[src/rtl/lsu_align_split_pkg.sv]
// Shared encodings for the load/store alignment unit: access sizes, FSM states
// and the load-opcode decode used by the control unit.
package lsu_align_split_pkg;

  localparam logic [1:0] SZ_B = 2'b00;
  localparam logic [1:0] SZ_H = 2'b01;
  localparam logic [1:0] SZ_W = 2'b10;
  localparam logic [1:0] SZ_D = 2'b11;

  typedef enum logic [1:0] {
    ST_IDLE  = 2'b00,
    ST_BEAT0 = 2'b01,
    ST_BEAT1 = 2'b10,
    ST_RESP  = 2'b11
  } lsu_state_e;

  typedef struct packed {
    logic [1:0] size;
    logic       sgn;
  } ld_op_t;

  // funct3 of LB/LH/LW/LD/LBU/LHU/LWU
  function automatic ld_op_t funct3_to_op(input logic [2:0] funct3);
    ld_op_t op;
    case (funct3)
      3'b000:  op = '{size: SZ_B, sgn: 1'b1};
      3'b001:  op = '{size: SZ_H, sgn: 1'b1};
      3'b010:  op = '{size: SZ_W, sgn: 1'b1};
      3'b011:  op = '{size: SZ_D, sgn: 1'b1};
      3'b100:  op = '{size: SZ_B, sgn: 1'b0};
      3'b101:  op = '{size: SZ_H, sgn: 1'b0};
      3'b110:  op = '{size: SZ_W, sgn: 1'b0};
      default: op = '{size: SZ_D, sgn: 1'b0};
    endcase
    return op;
  endfunction

  function automatic logic [3:0] size_bytes(input logic [1:0] sz);
    logic [3:0] n;
    case (sz)
      SZ_B:    n = 4'd1;
      SZ_H:    n = 4'd2;
      SZ_W:    n = 4'd4;
      SZ_D:    n = 4'd8;
      default: n = 4'd1;
    endcase
    return n;
  endfunction

endpackage

[src/rtl/lsu_lane_gen.sv]
// Byte-enable and lane-shift generator for one bus beat of a possibly
// word-crossing access. Beat 1 carries the bytes that spill past lane NB-1.
module lsu_lane_gen
  import lsu_align_split_pkg::*;
#(
  parameter int NB = 4,
  parameter int OB = 2
) (
  input  logic [1:0]    size,
  input  logic [OB-1:0] off,
  input  logic          beat,
  output logic [NB-1:0] be,
  output logic [OB:0]   shamt
);

  logic [2*NB-1:0] mask_s;
  logic [2*NB-1:0] span_s;

  // Access mask placed over two consecutive bus words; each beat takes one half.
  always_comb begin
    mask_s = '0;
    case (size)
      SZ_B:    mask_s = (2*NB)'(8'h01);
      SZ_H:    mask_s = (2*NB)'(8'h03);
      SZ_W:    mask_s = (2*NB)'(8'h0F);
      SZ_D:    mask_s = (2*NB)'(8'hFF);
      default: mask_s = '0;
    endcase
    span_s = mask_s << off;
    if (beat) begin
      be    = span_s[2*NB-1:NB];
      shamt = (OB+1)'(NB) - {1'b0, off};
    end else begin
      be    = span_s[NB-1:0];
      shamt = {1'b0, off};
    end
  end

endmodule

[src/rtl/lsu_align_split.sv]
// Load/store alignment unit: drives byte-enabled bus beats, splits word-crossing
// accesses into two beats (or flags them) and right-aligns/extends load data.
module lsu_align_split
  import lsu_align_split_pkg::*;
#(
  parameter int DW          = 32,
  parameter int AW          = 32,
  parameter int MISALIGN_EN = 1
) (
  input  logic          clk,
  input  logic          rst,
  input  logic          req_valid,
  output logic          req_ready,
  input  logic          req_we,
  input  logic [1:0]    req_size,
  input  logic          req_signed,
  input  logic [AW-1:0] req_addr,
  input  logic [DW-1:0] req_wdata,
  output logic          mem_req,
  output logic          mem_we,
  output logic [AW-1:0] mem_addr,
  output logic [DW/8-1:0] mem_be,
  output logic [DW-1:0] mem_wdata,
  input  logic          mem_ack,
  input  logic [DW-1:0] mem_rdata,
  output logic          rsp_valid,
  output logic [DW-1:0] rsp_rdata,
  output logic          rsp_err
);

  localparam int NB = DW / 8;
  localparam int OB = $clog2(NB);

  lsu_state_e    state_r;
  logic          ready_r;
  logic          we_r;
  logic [1:0]    size_r;
  logic          sgn_r;
  logic [OB-1:0] off_r;
  logic          cross_r;
  logic [DW-1:0] wdata_r;
  logic [DW-1:0] lo_buf_r;

  logic          accept_s;
  logic [OB-1:0] req_off_s;
  logic [4:0]    req_end_s;
  logic          req_cross_s;
  logic          req_legal_s;
  logic [1:0]    lg_size_s;
  logic [OB-1:0] lg_off_s;
  logic          lg_beat_s;
  logic [NB-1:0] lg_be_s;
  logic [OB:0]   lg_sh_s;
  logic [DW-1:0] beat0_wdata_s;
  logic [DW-1:0] beat1_wdata_s;
  logic [DW-1:0] lo_src_s;
  logic [DW-1:0] hi_src_s;
  logic [OB:0]   hi_sh_s;
  logic [DW-1:0] raw_s;
  logic [3:0]    s_bytes_s;
  logic [DW-1:0] keep_s;
  logic          sbit_s;
  logic [DW-1:0] ext_s;

  assign req_ready   = ready_r & ~rst;
  assign accept_s    = req_valid & ready_r;
  assign req_off_s   = req_addr[OB-1:0];
  assign req_end_s   = 5'(req_off_s) + 5'(size_bytes(req_size));
  assign req_cross_s = (req_end_s > 5'(NB));
  assign req_legal_s = (req_size != SZ_D) || (DW == 64);

  // In IDLE the lane generator prepares beat 0 of the incoming request;
  // afterwards it prepares beat 1 of the captured one.
  assign lg_size_s = (state_r == ST_IDLE) ? req_size  : size_r;
  assign lg_off_s  = (state_r == ST_IDLE) ? req_off_s : off_r;
  assign lg_beat_s = (state_r != ST_IDLE);

  lsu_lane_gen #(
    .NB (NB),
    .OB (OB)
  ) u_lane_gen (
    .size  (lg_size_s),
    .off   (lg_off_s),
    .beat  (lg_beat_s),
    .be    (lg_be_s),
    .shamt (lg_sh_s)
  );

  assign beat0_wdata_s = req_wdata << {lg_sh_s, 3'b000};
  assign beat1_wdata_s = wdata_r >> {lg_sh_s, 3'b000};

  // Load gather: the final beat's data is taken straight off the bus so the
  // response can be registered on the acknowledging edge.
  always_comb begin
    if (state_r == ST_BEAT1) begin
      lo_src_s = lo_buf_r;
      hi_src_s = mem_rdata;
    end else begin
      lo_src_s = mem_rdata;
      hi_src_s = '0;
    end
    hi_sh_s   = (OB+1)'(NB) - {1'b0, off_r};
    raw_s     = (lo_src_s >> {off_r, 3'b000}) |
                (cross_r ? (hi_src_s << {hi_sh_s, 3'b000}) : '0);
    s_bytes_s = size_bytes(size_r);
    keep_s    = ~({DW{1'b1}} << {s_bytes_s, 3'b000});
    case (size_r)
      SZ_B:    sbit_s = raw_s[7];
      SZ_H:    sbit_s = raw_s[15];
      SZ_W:    sbit_s = raw_s[31];
      SZ_D:    sbit_s = raw_s[DW-1];
      default: sbit_s = raw_s[DW-1];
    endcase
    ext_s = (raw_s & keep_s) | ((sgn_r && sbit_s) ? ~keep_s : '0);
  end

  // Control FSM with registered bus and response outputs.
  always_ff @(posedge clk) begin
    if (rst) begin
      state_r   <= ST_IDLE;
      ready_r   <= 1'b1;
      we_r      <= 1'b0;
      size_r    <= SZ_B;
      sgn_r     <= 1'b0;
      off_r     <= '0;
      cross_r   <= 1'b0;
      wdata_r   <= '0;
      lo_buf_r  <= '0;
      mem_req   <= 1'b0;
      mem_we    <= 1'b0;
      mem_addr  <= '0;
      mem_be    <= '0;
      mem_wdata <= '0;
      rsp_valid <= 1'b0;
      rsp_rdata <= '0;
      rsp_err   <= 1'b0;
    end else begin
      case (state_r)
        ST_IDLE: begin
          if (accept_s) begin
            ready_r <= 1'b0;
            we_r    <= req_we;
            size_r  <= req_size;
            sgn_r   <= req_signed;
            off_r   <= req_off_s;
            cross_r <= req_cross_s;
            wdata_r <= req_wdata;
            if (!req_legal_s || (req_cross_s && (MISALIGN_EN == 0))) begin
              state_r   <= ST_RESP;
              rsp_valid <= 1'b1;
              rsp_err   <= 1'b1;
              rsp_rdata <= '0;
            end else begin
              state_r   <= ST_BEAT0;
              mem_req   <= 1'b1;
              mem_we    <= req_we;
              mem_addr  <= {req_addr[AW-1:OB], {OB{1'b0}}};
              mem_be    <= lg_be_s;
              mem_wdata <= beat0_wdata_s;
            end
          end
        end
        ST_BEAT0: begin
          if (mem_ack) begin
            lo_buf_r <= mem_rdata;
            if (cross_r) begin
              state_r   <= ST_BEAT1;
              mem_addr  <= mem_addr + AW'(NB);
              mem_be    <= lg_be_s;
              mem_wdata <= beat1_wdata_s;
            end else begin
              state_r   <= ST_RESP;
              mem_req   <= 1'b0;
              mem_we    <= 1'b0;
              mem_addr  <= '0;
              mem_be    <= '0;
              mem_wdata <= '0;
              rsp_valid <= 1'b1;
              rsp_err   <= 1'b0;
              rsp_rdata <= we_r ? '0 : ext_s;
            end
          end
        end
        ST_BEAT1: begin
          if (mem_ack) begin
            state_r   <= ST_RESP;
            mem_req   <= 1'b0;
            mem_we    <= 1'b0;
            mem_addr  <= '0;
            mem_be    <= '0;
            mem_wdata <= '0;
            rsp_valid <= 1'b1;
            rsp_err   <= 1'b0;
            rsp_rdata <= we_r ? '0 : ext_s;
          end
        end
        ST_RESP: begin
          state_r   <= ST_IDLE;
          ready_r   <= 1'b1;
          rsp_valid <= 1'b0;
          rsp_err   <= 1'b0;
          rsp_rdata <= '0;
        end
        default: begin
          state_r   <= ST_IDLE;
          ready_r   <= 1'b1;
          mem_req   <= 1'b0;
          rsp_valid <= 1'b0;
        end
      endcase
    end
  end

endmodule

[config.mk]
export PLATFORM = sky130hd
export DESIGN_NAME = lsu_align_split
export DESIGN_NICKNAME = d
export VERILOG_FILES = /design/src/rtl/lsu_align_split_pkg.sv /design/src/rtl/lsu_lane_gen.sv /design/src/rtl/lsu_align_split.sv
export SDC_FILE = /design/constraint.sdc
export NUM_CORES = 1
export LEC_CHECK = 0
export BUFFER_PORTS_ARGS = -buffer_cell sky130_fd_sc_hd__clkbuf_2
export CAP_MARGIN = 15
export CORE_MARGIN = 10
export CORE_UTILIZATION = 25
export CTS_CLUSTER_DIAMETER = 30
export DETAILED_ROUTE_END_ITERATION = 10
export SYNTH_ARGS = -nofsm -noshare
export SYNTH_HDL_FRONTEND = slang
export SYNTH_SLANG_ARGS = --single-unit
[constraint.sdc]
create_clock -name clk -period 2.75 [get_ports clk]
set_input_delay 0.275 -clock clk [delete_from_list [all_inputs] [get_ports clk]]
set_output_delay 0.275 -clock clk [all_outputs]
set_load 0.05 [all_outputs]
==> impl_metrics.ini <==
[critical_path]
critical_path_class = reg -> reg
r2r_slack_ps = 180
critPathLaunchType = flip-flop
timing.rr.end = mem_wdata[1]
critPathCaptureType = flip-flop
cp_max_fo = 8
ff2ff_path_depth = 10
r2r-start = state_r[0]
arrival_ps = 2960
critical_path_required_ps = 3140

[global_routing]
antenna_found_initial = 0
grtUsageMet3 = 0.0373
grt_most_used_layer = met2
overflow = 0
grt_use_met2 = 0.240
grt_pass1_vias = 9865
grt_pass1_wl_microns = 58300
gr-usage-met1 = 0.209
grt_usage = 0.154
grt_max_degree = 72

[clock_network]
cts_root_buf = clkbuf_16
cts_hold_buf = 0
tritoncts = yes
cts_sinks = 176
clk_path_buf_depth = 2
htree_levels = 4
numCtsBuffers = 17
clock_latency_ps = 450
clkTransAtPathRegs_ps = 70

[sta]
finalSetupViolations = 0
maxSlewViolCount = 0
fmax_ghz = 0.389
setup_ws_ps = 179
slew_headroom = 0.439
fin_setup_tns_ps = 0
rsz0062_at_grt = no
tightest_slew_ps = 841
period_share = 0.935
period_minus_slack_ps = 2570
fin_skew_ps = 12.3
final_hold_viol_count = 0

[layout]
register_area_sq_um = 3520
nets = 1531
diodes = 0
drive_above_1_share = 0.240
n_fill_cell = 4228
multi_input_area_sq_um = 5870
syn2layout_area_growth_pct = 23.2

[synthesis]
ys_types = 81
ys_ff_latch = 176
yosys-top-cells-area = dfxtp_1 36%, mux2i_1 9.3%, nand2_1 8.9%
async_flop_share = 0
synthesis.area_sq_um = 9900
synth_edf_count = 0
synth_top_cell_by_area = dfxtp_1
syn_avg_cell_area_sq_um = 7.95
synth_warnings = 0
synthFlopType = dfxtp_1
synthCells = 1246
synth-seq-area-share = 0.356
synth_top_area_share = 0.356

[drt]
drtPass1Iterations = 5
via_count = 10200
detail-route-antenna-nets = 0
route.detailed.drc = 0
routed_wl_microns = 38000
viasPerCell = 5.21
avgRoutedWirePerCell_microns = 19.5
dr.first_iter.drc_count = 1011

[floorplan]
core_region_area_sq_um = 38900
fp.dieH_microns = 219
fp.dieW_microns = 219
num_rows = 72
die_area_sq_um = 48000
start_util = 0.254
ios = 209

[hold_path]
holdPathStages = 3
min_to = sgn_r
hold_start = req_signed
hold_path.class = in -> reg

[power]
vdd_drop_max_mv = 0.750
power_leakage_nw = 4.79
power_density_nw_per_um2 = 1140

[place]
place.gp.congestion = 0.936
place_hpwl_microns = 28500
port_buffers = 206
dp_slack_ps = 126

[outcome]
status = finished, final reports clean

[job]
maxCapViolCount = 0
==> timing repair <==
item                       4_1_cts  5_1_grt
setup endpoints to repair        0       42
buffers inserted                 0        0
gates resized for setup          0        7
==> logic make-up after synthesis <==
family	count (synthesis)	share of synthesized area
compound gates	427	0.283
simple gates	398	0.179
flops	176	0.356
buf+inv	125	0.0552
mux	109	0.114
fa+ha+maj	9	0.0121
other cells	1	0.000379
xor+xnor	1	0.000885
==> report_power, final <==
| part | switching, mW | internal [mW] | leakage [nW] |
|---|---|---|---|
| combinational | 5.15 | 2.32 | 3.05 |
| sequential | 0.573 | 3.18 | 1.44 |
| clock | 1.19 | 1.47 | 0.304 |
==> area by class of cell <==
| class | count | area share |
|---|---|---|
| Multi-Input combinational cell | 946 | 0.481 |
| Sequential cell | 176 | 0.289 |
| Tap cell | 518 | 0.0531 |
| Clock inverter | 15 | 0.0160 |
| Clock buffer | 17 | 0.0349 |
| Timing Repair Buffer | 259 | 0.120 |
| Inverter | 18 | 0.00554 |
==> registers in the layout, summed over array words and instances, names as in the netlist <==
register and count:
rsp_valid 1, we_r 1, mem_wdata 32, wdata_r 32
off_r 2, mem_we 1, ready_r 1, rsp_err 1
mem_req 1, mem_addr 30, lo_buf_r 32, sgn_r 1
size_r 2, rsp_rdata 32, mem_be 4, cross_r 1
state_r 2
==> cell usage after synthesis (all sizes together) (5+ instances only) <==
library cell / instances
a211oi: 11
a21o: 10
a21oi: 154
a221oi: 13
a22o: 20
a22oi: 6
a311oi: 5
a31oi: 11
a32o: 5
and2: 7
and3: 16
and4: 5
buf: 39
clkbuf: 68
dfxtp: 176
ha: 8
inv: 18
mux2: 16
mux2i: 93
nand2: 235
nand2b: 5
nand3: 20
nand4: 7
nor2: 61
nor2b: 12
nor3: 13
o2111ai: 10
o211ai: 15
o21ai: 84
o221ai: 8
o22ai: 25
o2bb2ai: 7
o31ai: 9
o32ai: 5
==> worst max-delay path: stages (launching register included) <==
cell	delay, ps
dfxtp_1	330
inv_1	120
ha_2	250
mux2_2	360
inv_1	80
ha_1	270
nor3_1	260
o21a_1	350
a22oi_1	140
o21ai_0	180
o221a_2	200
==> metrics by stage <==
| stage | util | power (mW) | std cells | hold slack [ps] | area (sq um) |
|---|---|---|---|---|---|
| after floorplan | - | 9.05 | 1247 | 411 | 9920 |
| after global placement | 0.297 | 11.2 | 1917 | 438 | 11600 |
| after detailed placement | 0.297 | 11.2 | 1917 | 443 | 11600 |
| after CTS | 0.313 | 13.9 | 1949 | 49.2 | 12200 |
| after global routing | 0.313 | 14.7 | 1949 | 61.0 | 12200 |
| final | 0.313 | 13.9 | 1949 | 61.4 | 12200 |
==> placed cells by master, fill, tap and decap left out, drive strengths merged, types with 5 or more instances in the layout <==
| cell | instances |
|---|---|
| a211oi | 11 |
| a21o | 10 |
| a21oi | 154 |
| a221oi | 13 |
| a22o | 20 |
| a22oi | 6 |
| a311oi | 5 |
| a31oi | 11 |
| a32o | 5 |
| and2 | 7 |
| and3 | 16 |
| and4 | 5 |
| buf | 54 |
| clkbuf | 222 |
| dfxtp | 176 |
| ha | 8 |
| inv | 28 |
| mux2 | 16 |
| mux2i | 93 |
| nand2 | 235 |
| nand2b | 5 |
| nand3 | 20 |
| nand4 | 7 |
| nor2 | 61 |
| nor2b | 12 |
| nor3 | 13 |
| o2111ai | 10 |
| o211ai | 15 |
| o21ai | 84 |
| o221ai | 8 |
| o22ai | 25 |
| o2bb2ai | 7 |
| o31ai | 9 |
| o32ai | 5 |
==> layer usage <==
| metal | wire length (microns) | vias up |
|---|---|---|
| met4 | 556 | 0 |
| met1 | 16900 | 4794 |
| met2 | 17200 | 434 |
| li1 | - | 4875 |
| met5 | 0 | - |
| met3 | 3350 | 47 |
==> how the worst max path moves through the flow <==
stage	from	end	slack, ps	cells after the start
2_1_floorplan	state_r[0]	mem_wdata[7]	2	14
3_3_place_gp	state_r[0]	mem_wdata[7]	150	11
3_5_place_dp	state_r[0]	mem_wdata[7]	130	11
4_1_cts	state_r[0]	mem_wdata[7]	110	11
5_1_grt	state_r[1]	mem_wdata[0]	5	10
6_report	state_r[0]	mem_wdata[1]	180	10
Power figures use the tool's default switching activity.
